**src/rtl/code_lock_fsm_if.sv**
```systemverilog
// Keypad / status-LED bundle for code_lock_fsm.
// The master drives the switches and buttons. The slave is the lock controller, which drives the status outputs.
interface code_lock_fsm_if #(
  parameter int CODE_W    = 7,
  parameter int MAX_TRIES = 3
);
  localparam int TW = $clog2(MAX_TRIES + 1);

  logic [CODE_W-1:0] code_in;
  logic              enter_btn;
  logic              set_btn;
  logic              cancel_btn;
  logic              is_open;
  logic              alarm;
  logic              blink;
  logic [2:0]        state_o;
  logic [TW-1:0]     tries_left;

  modport master (
    output code_in, enter_btn, set_btn, cancel_btn,
    input  is_open, alarm, blink, state_o, tries_left
  );

  modport slave (
    input  code_in, enter_btn, set_btn, cancel_btn,
    output is_open, alarm, blink, state_o, tries_left
  );
endinterface

```
**src/rtl/code_lock_fsm.sv**
```systemverilog
// Keypad code-lock controller. It stores a code and opens when the entered code matches.
// It counts wrong attempts and raises a timed, blinking alarm after MAX_TRIES misses.
// Optional feature: define AUTO_RELOCK_EN to relock automatically after OPEN_CYCLES idle cycles in OPENED.
module code_lock_fsm #(
  parameter int                CODE_W       = 7,
  parameter logic [CODE_W-1:0] DEFAULT_CODE = 7'h2A,
  parameter int                MAX_TRIES    = 3,
  parameter int                ALARM_CYCLES = 1000,
  parameter int                OPEN_CYCLES  = 500,
  parameter int                BLINK_HALF   = 100
) (
  input logic            clk,
  input logic            rst_n,
  code_lock_fsm_if.slave bus
);
  localparam int TW   = $clog2(MAX_TRIES + 1);
  localparam int TMAX = (ALARM_CYCLES > OPEN_CYCLES) ? ALARM_CYCLES : OPEN_CYCLES;
  localparam int TMW  = $clog2(TMAX + 1);
  localparam int BW   = $clog2(BLINK_HALF + 1);

  typedef enum logic [2:0] {
    IDLE      = 3'b000,
    SET_AWAIT = 3'b001,
    OPENED    = 3'b010,
    ALARM     = 3'b011
  } state_t;

  state_t            state_q, state_d;
  logic [CODE_W-1:0] code_q, code_d;
  logic [TW-1:0]     tries_q, tries_d;
  logic [TMW-1:0]    timer_q, timer_d;
  logic [BW-1:0]     bcnt_q, bcnt_d;
  logic              blink_q, blink_d;
  logic              is_open_q, alarm_q;
  logic [2:0]        btn_q;
  logic              enter_p, set_p, cancel_p;

  // Detect rising edges. A press acts on the same edge where it is first sampled.
  always_comb begin
    enter_p  = bus.enter_btn  & ~btn_q[0];
    set_p    = bus.set_btn    & ~btn_q[1];
    cancel_p = bus.cancel_btn & ~btn_q[2];
  end

  // Compute next state, stored code, attempt counter, timers and blink.
  always_comb begin
    state_d = state_q;
    code_d  = code_q;
    tries_d = tries_q;
    timer_d = timer_q;
    bcnt_d  = bcnt_q;
    blink_d = blink_q;
    case (state_q)
      IDLE: begin
        if (enter_p) begin
          if (bus.code_in == code_q) begin
            state_d = OPENED;
            tries_d = TW'(MAX_TRIES);
          end else if (tries_q <= TW'(1)) begin
            state_d = ALARM;
            tries_d = '0;
            blink_d = 1'b1;
            bcnt_d  = '0;
          end else begin
            tries_d = tries_q - TW'(1);
          end
        end
      end
      OPENED: begin
        if (cancel_p) begin
          state_d = IDLE;
        end else if (set_p) begin
          state_d = SET_AWAIT;
`ifdef AUTO_RELOCK_EN
        end else if (enter_p) begin
          timer_d = '0;
        end else if (timer_q == TMW'(OPEN_CYCLES - 1)) begin
          state_d = IDLE;
        end else begin
          timer_d = timer_q + TMW'(1);
`endif
        end
      end
      SET_AWAIT: begin
        if (cancel_p) begin
          state_d = OPENED;
        end else if (enter_p) begin
          code_d  = bus.code_in;
          state_d = IDLE;
          tries_d = TW'(MAX_TRIES);
        end
      end
      ALARM: begin
        if (timer_q == TMW'(ALARM_CYCLES - 1)) begin
          state_d = IDLE;
          tries_d = TW'(MAX_TRIES);
          blink_d = 1'b0;
        end else begin
          timer_d = timer_q + TMW'(1);
          // The blink counter restarts with the timer on alarm entry.
          // Its wrap therefore matches (timer+1) % BLINK_HALF == 0 without needing a divider.
          if (bcnt_q == BW'(BLINK_HALF - 1)) begin
            bcnt_d  = '0;
            blink_d = ~blink_q;
          end else begin
            bcnt_d = bcnt_q + BW'(1);
          end
        end
      end
      default: state_d = IDLE;
    endcase
    if (state_d != state_q) timer_d = '0;
  end

  // Update all state and the registered outputs.
  always_ff @(posedge clk) begin
    if (!rst_n) begin
      state_q   <= IDLE;
      code_q    <= DEFAULT_CODE;
      tries_q   <= TW'(MAX_TRIES);
      timer_q   <= '0;
      bcnt_q    <= '0;
      blink_q   <= 1'b0;
      is_open_q <= 1'b0;
      alarm_q   <= 1'b0;
      btn_q     <= '0;
    end else begin
      state_q   <= state_d;
      code_q    <= code_d;
      tries_q   <= tries_d;
      timer_q   <= timer_d;
      bcnt_q    <= bcnt_d;
      blink_q   <= blink_d;
      is_open_q <= (state_d == OPENED);
      alarm_q   <= (state_d == ALARM);
      btn_q     <= {bus.cancel_btn, bus.set_btn, bus.enter_btn};
    end
  end

  assign bus.is_open    = is_open_q;
  assign bus.alarm      = alarm_q;
  assign bus.blink      = blink_q;
  assign bus.state_o    = state_q;
  assign bus.tries_left = tries_q;
endmodule

```
**src/flat_wrapper.sv**
```systemverilog
// flat-port wrapper written by rule: the top's interface ports become plain ports
module code_lock_fsm_flat 
#(
  parameter int                CODE_W       = 7,
  parameter logic [CODE_W-1:0] DEFAULT_CODE = 7'h2A,
  parameter int                MAX_TRIES    = 3,
  parameter int                ALARM_CYCLES = 1000,
  parameter int                OPEN_CYCLES  = 500,
  parameter int                BLINK_HALF   = 100
)
  (clk, rst_n, bus_code_in, bus_enter_btn, bus_set_btn, bus_cancel_btn, bus_is_open, bus_alarm, bus_blink, bus_state_o, bus_tries_left);
  code_lock_fsm_if #(.CODE_W(CODE_W), .MAX_TRIES(MAX_TRIES)) bus_i ();
  input logic clk;
  input logic rst_n;
  input wire logic [$bits(bus_i.code_in)-1:0] bus_code_in;
  input wire logic [$bits(bus_i.enter_btn)-1:0] bus_enter_btn;
  input wire logic [$bits(bus_i.set_btn)-1:0] bus_set_btn;
  input wire logic [$bits(bus_i.cancel_btn)-1:0] bus_cancel_btn;
  output wire logic [$bits(bus_i.is_open)-1:0] bus_is_open;
  output wire logic [$bits(bus_i.alarm)-1:0] bus_alarm;
  output wire logic [$bits(bus_i.blink)-1:0] bus_blink;
  output wire logic [$bits(bus_i.state_o)-1:0] bus_state_o;
  output wire logic [$bits(bus_i.tries_left)-1:0] bus_tries_left;
  assign bus_i.code_in = bus_code_in;
  assign bus_i.enter_btn = bus_enter_btn;
  assign bus_i.set_btn = bus_set_btn;
  assign bus_i.cancel_btn = bus_cancel_btn;
  assign bus_is_open = bus_i.is_open;
  assign bus_alarm = bus_i.alarm;
  assign bus_blink = bus_i.blink;
  assign bus_state_o = bus_i.state_o;
  assign bus_tries_left = bus_i.tries_left;
  code_lock_fsm #(.CODE_W(CODE_W), .DEFAULT_CODE(DEFAULT_CODE), .MAX_TRIES(MAX_TRIES), .ALARM_CYCLES(ALARM_CYCLES), .OPEN_CYCLES(OPEN_CYCLES), .BLINK_HALF(BLINK_HALF)) u_core (.clk(clk), .rst_n(rst_n), .bus(bus_i));
endmodule
```
**config.mk**
```make
export PLATFORM = sky130hd
export DESIGN_NAME = code_lock_fsm_flat
export DESIGN_NICKNAME = d
export VERILOG_FILES = /design/src/rtl/code_lock_fsm_if.sv /design/src/rtl/code_lock_fsm.sv /design/src/flat_wrapper.sv
export SDC_FILE = /design/constraint.sdc
export NUM_CORES = 1
export LEC_CHECK = 0
export ABC_AREA = 1
export CORE_MARGIN = 5
export CORE_UTILIZATION = 45
export DETAILED_ROUTE_END_ITERATION = 7
export GPL_TIMING_DRIVEN = 0
export PLACE_DENSITY_LB_ADDON = 0.15
export REMOVE_ABC_BUFFERS = 1
export SYNTH_ARGS = -nofsm -noshare
export SYNTH_HDL_FRONTEND = slang
export SYNTH_SLANG_ARGS = --single-unit
```
**constraint.sdc**
```tcl
create_clock -name clk -period 2.47 [get_ports clk]
set_clock_uncertainty 0.2 [all_clocks]
set_input_delay 0.494 -clock clk [delete_from_list [all_inputs] [get_ports clk]]
set_output_delay 0.494 -clock clk [all_outputs]
set_load 0.05 [all_outputs]
```
==> flow_summary.yaml <==
final_layout:
  final_util_pct: 54.78
  n_fill_cell: 411
  nNetsFinal: 317
  antenna_cells: 0
  drive_above_1_share_pct: 7.947
  regArea_um2: 700.7
  syn2layout_area_growth_pct: 17.99
  multi_input_comb_area_um2: 983.4
worst_hold_path:
  hold_start: "u_core.bcnt_q[6]"
  whs_path_depth: 2
  min_to: "u_core.bcnt_q[6]"
  hold_path.class: "flop to flop"
setup_path:
  crit_fanout: 7
  required_ns: 1.78
  crit_path_start_kind: "flop"
  critPathArrivalTime_ns: 1.63
  r2r-start: "u_core.timer_q[0]"
  r2r_setup_slack_ns: 0.49
  rr_worst_depth: 11
  cp-end-kind: "primary output"
  path_buf_inv: 1
  worstSetupPathType: "flop to primary output"
  path_cells: "clkdlybuf4s50_1"
  reg2reg_to: "u_core.timer_q[4]"
  critPathMaxStageDelay_ns: 0.86
  crit_cells: 1
  cp_top_family: "buffers and inverters"
  slowest_stage: "clkdlybuf4s50_1"
clock_network:
  cts_setup_buffers: 0
  clock_sink_count: 35
  clockBufferDepth: 2
  postCtsHoldBufs: 0
  htree_levels: 2
  clkTransAtPathRegs_ns: 0.06
  clock_latency_ns: 0.28
  cts_root_buf: "clkbuf_8"
  cts_buffers: 5
  cts_tree: "yes"
global_route:
  grt_max_degree: 16
  track_usage_pct: 14.67
  grt_pass1_wl_um: 6430
  antenna_found_initial: 0
  grt_pass1_vias: 1510
  grt_overflow_total: 0
drt:
  routed_wl_um: 3542
  drtAntennaViolNets: 0
  viasPerCell: 4.693
  via_count: 1652
  first_iter_violations: 89
  dr.pass1.iters: 4
  wire_per_inst_um: 10.06
  route.detailed.drc: 0
synthesis:
  ys_ff_latch: 35
  async_flop_share_pct: 0
  seq_area_frac_synth_pct: 37.46
  synth_edf_count: 0
  synth.avg_cell_area_um2: 6.729
  netlist-cell-type-count: 30
  synth_top_area_share_pct: 37.46
  synth_area_leader_cell: "dfxtp_1"
  mappedNetlistArea_um2: 1871
  syn_inst: 278
  ys.flop_type: "dfxtp_1"
  synthTopCellsByArea: "dfxtp_1 37%, nand2_1 14%, inv_1 9.2%"
  yosysWarnings: 0
sta:
  setup_ws_ns: 0.1429
  worst_slew_pin_slew_ns: 0.6228
  drv_slew: 0
  post-route-period-util_pct: 94.21
  rsz0062_at_grt: "false"
  fin_tns_setup_ns: 0
  fmax_ghz: 0.4297
  setup_viol: 0
  slew_headroom_pct: 58.41
  hold_viol: 0
  final.min_clock_period_ns: 2.327
die:
  row_count: 23
  die_w_um: 74.47
  ioPinCount: 20
  core_um2: 4029
  die_area_um2: 5546
  die_h_um: 74.47
  initial_utilization_pct: 46.43
placement:
  gp_congestion: 0.8203
  io_buffers: 19
  preCtsSetupSlack_ns: -0.2197
  hpwl_um: 2662
status:
  status: "complete, no violations"
pwr:
  p_total_uw: 1024
  peakVddDrop_v: 0.0003103
  powerDensity_nw_per_um2: 463.8
  leakage_uw: 0.0009665
flow_run:
  cap_violations: 0
## what timing repair did
action,4_1_cts,5_1_grt
endpoints found under the setup margin,0,4
hold endpoints to repair,0,0
gates resized for setup,0,2
## report_power, final
group / total (uW) / leakage (uW) / switching, uW / internal (uW)
Sequential: 573 / 0.000283 / 3.21 / 570
Clock: 371 / 0.0000371 / 183 / 188
Combinational: 79.6 / 0.000646 / 46.8 / 32.8
## how the worst max path moves through the flow
| stage | from | endpoint | slack [ns] |
|---|---|---|---|
| final | u_core.bus.state_o[1] | bus_state_o[1] | 0.14 |
| after global routing | bus_cancel_btn | u_core.timer_q[4] | 0.08 |
| after CTS | rst_n | u_core.timer_q[4] | 0.09 |
| after detailed placement | rst_n | u_core.timer_q[4] | -0.22 |
| after global placement | bus_enter_btn | u_core.code_q[4] | -0.73 |
| after floorplan | u_core.bus.state_o[0] | u_core.code_q[0] | 0.02 |
## metrics by stage
step           area, um2  hold WS [ns]  cells
3_3_place_gp        2115        0.2728    345
4_1_cts             2201        0.2903    352
2_1_floorplan       1862        0.2533    276
5_1_grt             2207        0.3215    352
3_5_place_dp        2128        0.2804    346
6_report            2207        0.2882    352
## layout by cell type (no fill, tap or decap), drive strengths merged
master and instances:
a21o 1, a21oi 12, a31oi 2, buf 1, clkbuf 6, clkdlybuf4s50 18, clkinv 1, clkinvlp 1
conb 1, dfxtp 35, dlymetal6s2s 1, ha 2, inv 47, nand2 74, nand3 24, nand4 4
nor2 40, nor3 6, nor3b 1, nor4 2, o211ai 4, o21ai 7, o21bai 2, xnor2 3
xor2 7
## flip-flops by register name, indices dropped and copies added (netlist names)
register               flops
u_core.bus.state_o         3
u_core.bus.is_open         1
u_core.bus.alarm           1
u_core.btn_q               3
u_core.bus.blink           1
u_core.timer_q            10
u_core.code_q              7
u_core.bus.tries_left      2
u_core.bcnt_q              7
## cells in the mapped netlist (3+ instances only)
cell type and instances:
o21ai_0 6, nor2_2 3, nand4_1 3, nand3_1 23
xor2_1 7, nor3_1 6, a21oi_1 12, nor2_1 35
xnor2_1 3, nand2_4 3, o211ai_1 4, nand2_2 3
nand2_1 68, dfxtp_1 35, inv_1 46
## layout make-up
type / instances / area share [%]
multi-input cells: 192 / 44.56
flip-flops and latches: 35 / 31.75
repair buffers: 20 / 9.070
inverters: 49 / 8.503
clock buffers: 6 / 3.288
well taps: 50 / 2.834
## kinds of logic after synthesis
kind of cell | count (synthesis) | share of synthesized area [%]
fa+ha+maj | 2 | 1.338
flops | 35 | 37.46
other cells | 1 | 0.2005
buf+inv | 51 | 10.30
simple gates | 151 | 37.19
xor+xnor | 10 | 4.683
compound gates | 28 | 8.830
## layer usage
metal | share of wire, % | up-vias | GRT usage [%] | wire [um]
met4 | 1.6 | 0 | 5.534 | 57
li1 | - | 914 | - | -
met2 | 44 | 34 | 23.32 | 1555
met1 | 50 | 697 | 19.11 | 1762
met5 | 0 | - | 0 | 0
met3 | 4.7 | 7 | 3.784 | 166
(Power assumes the default switching activity.)
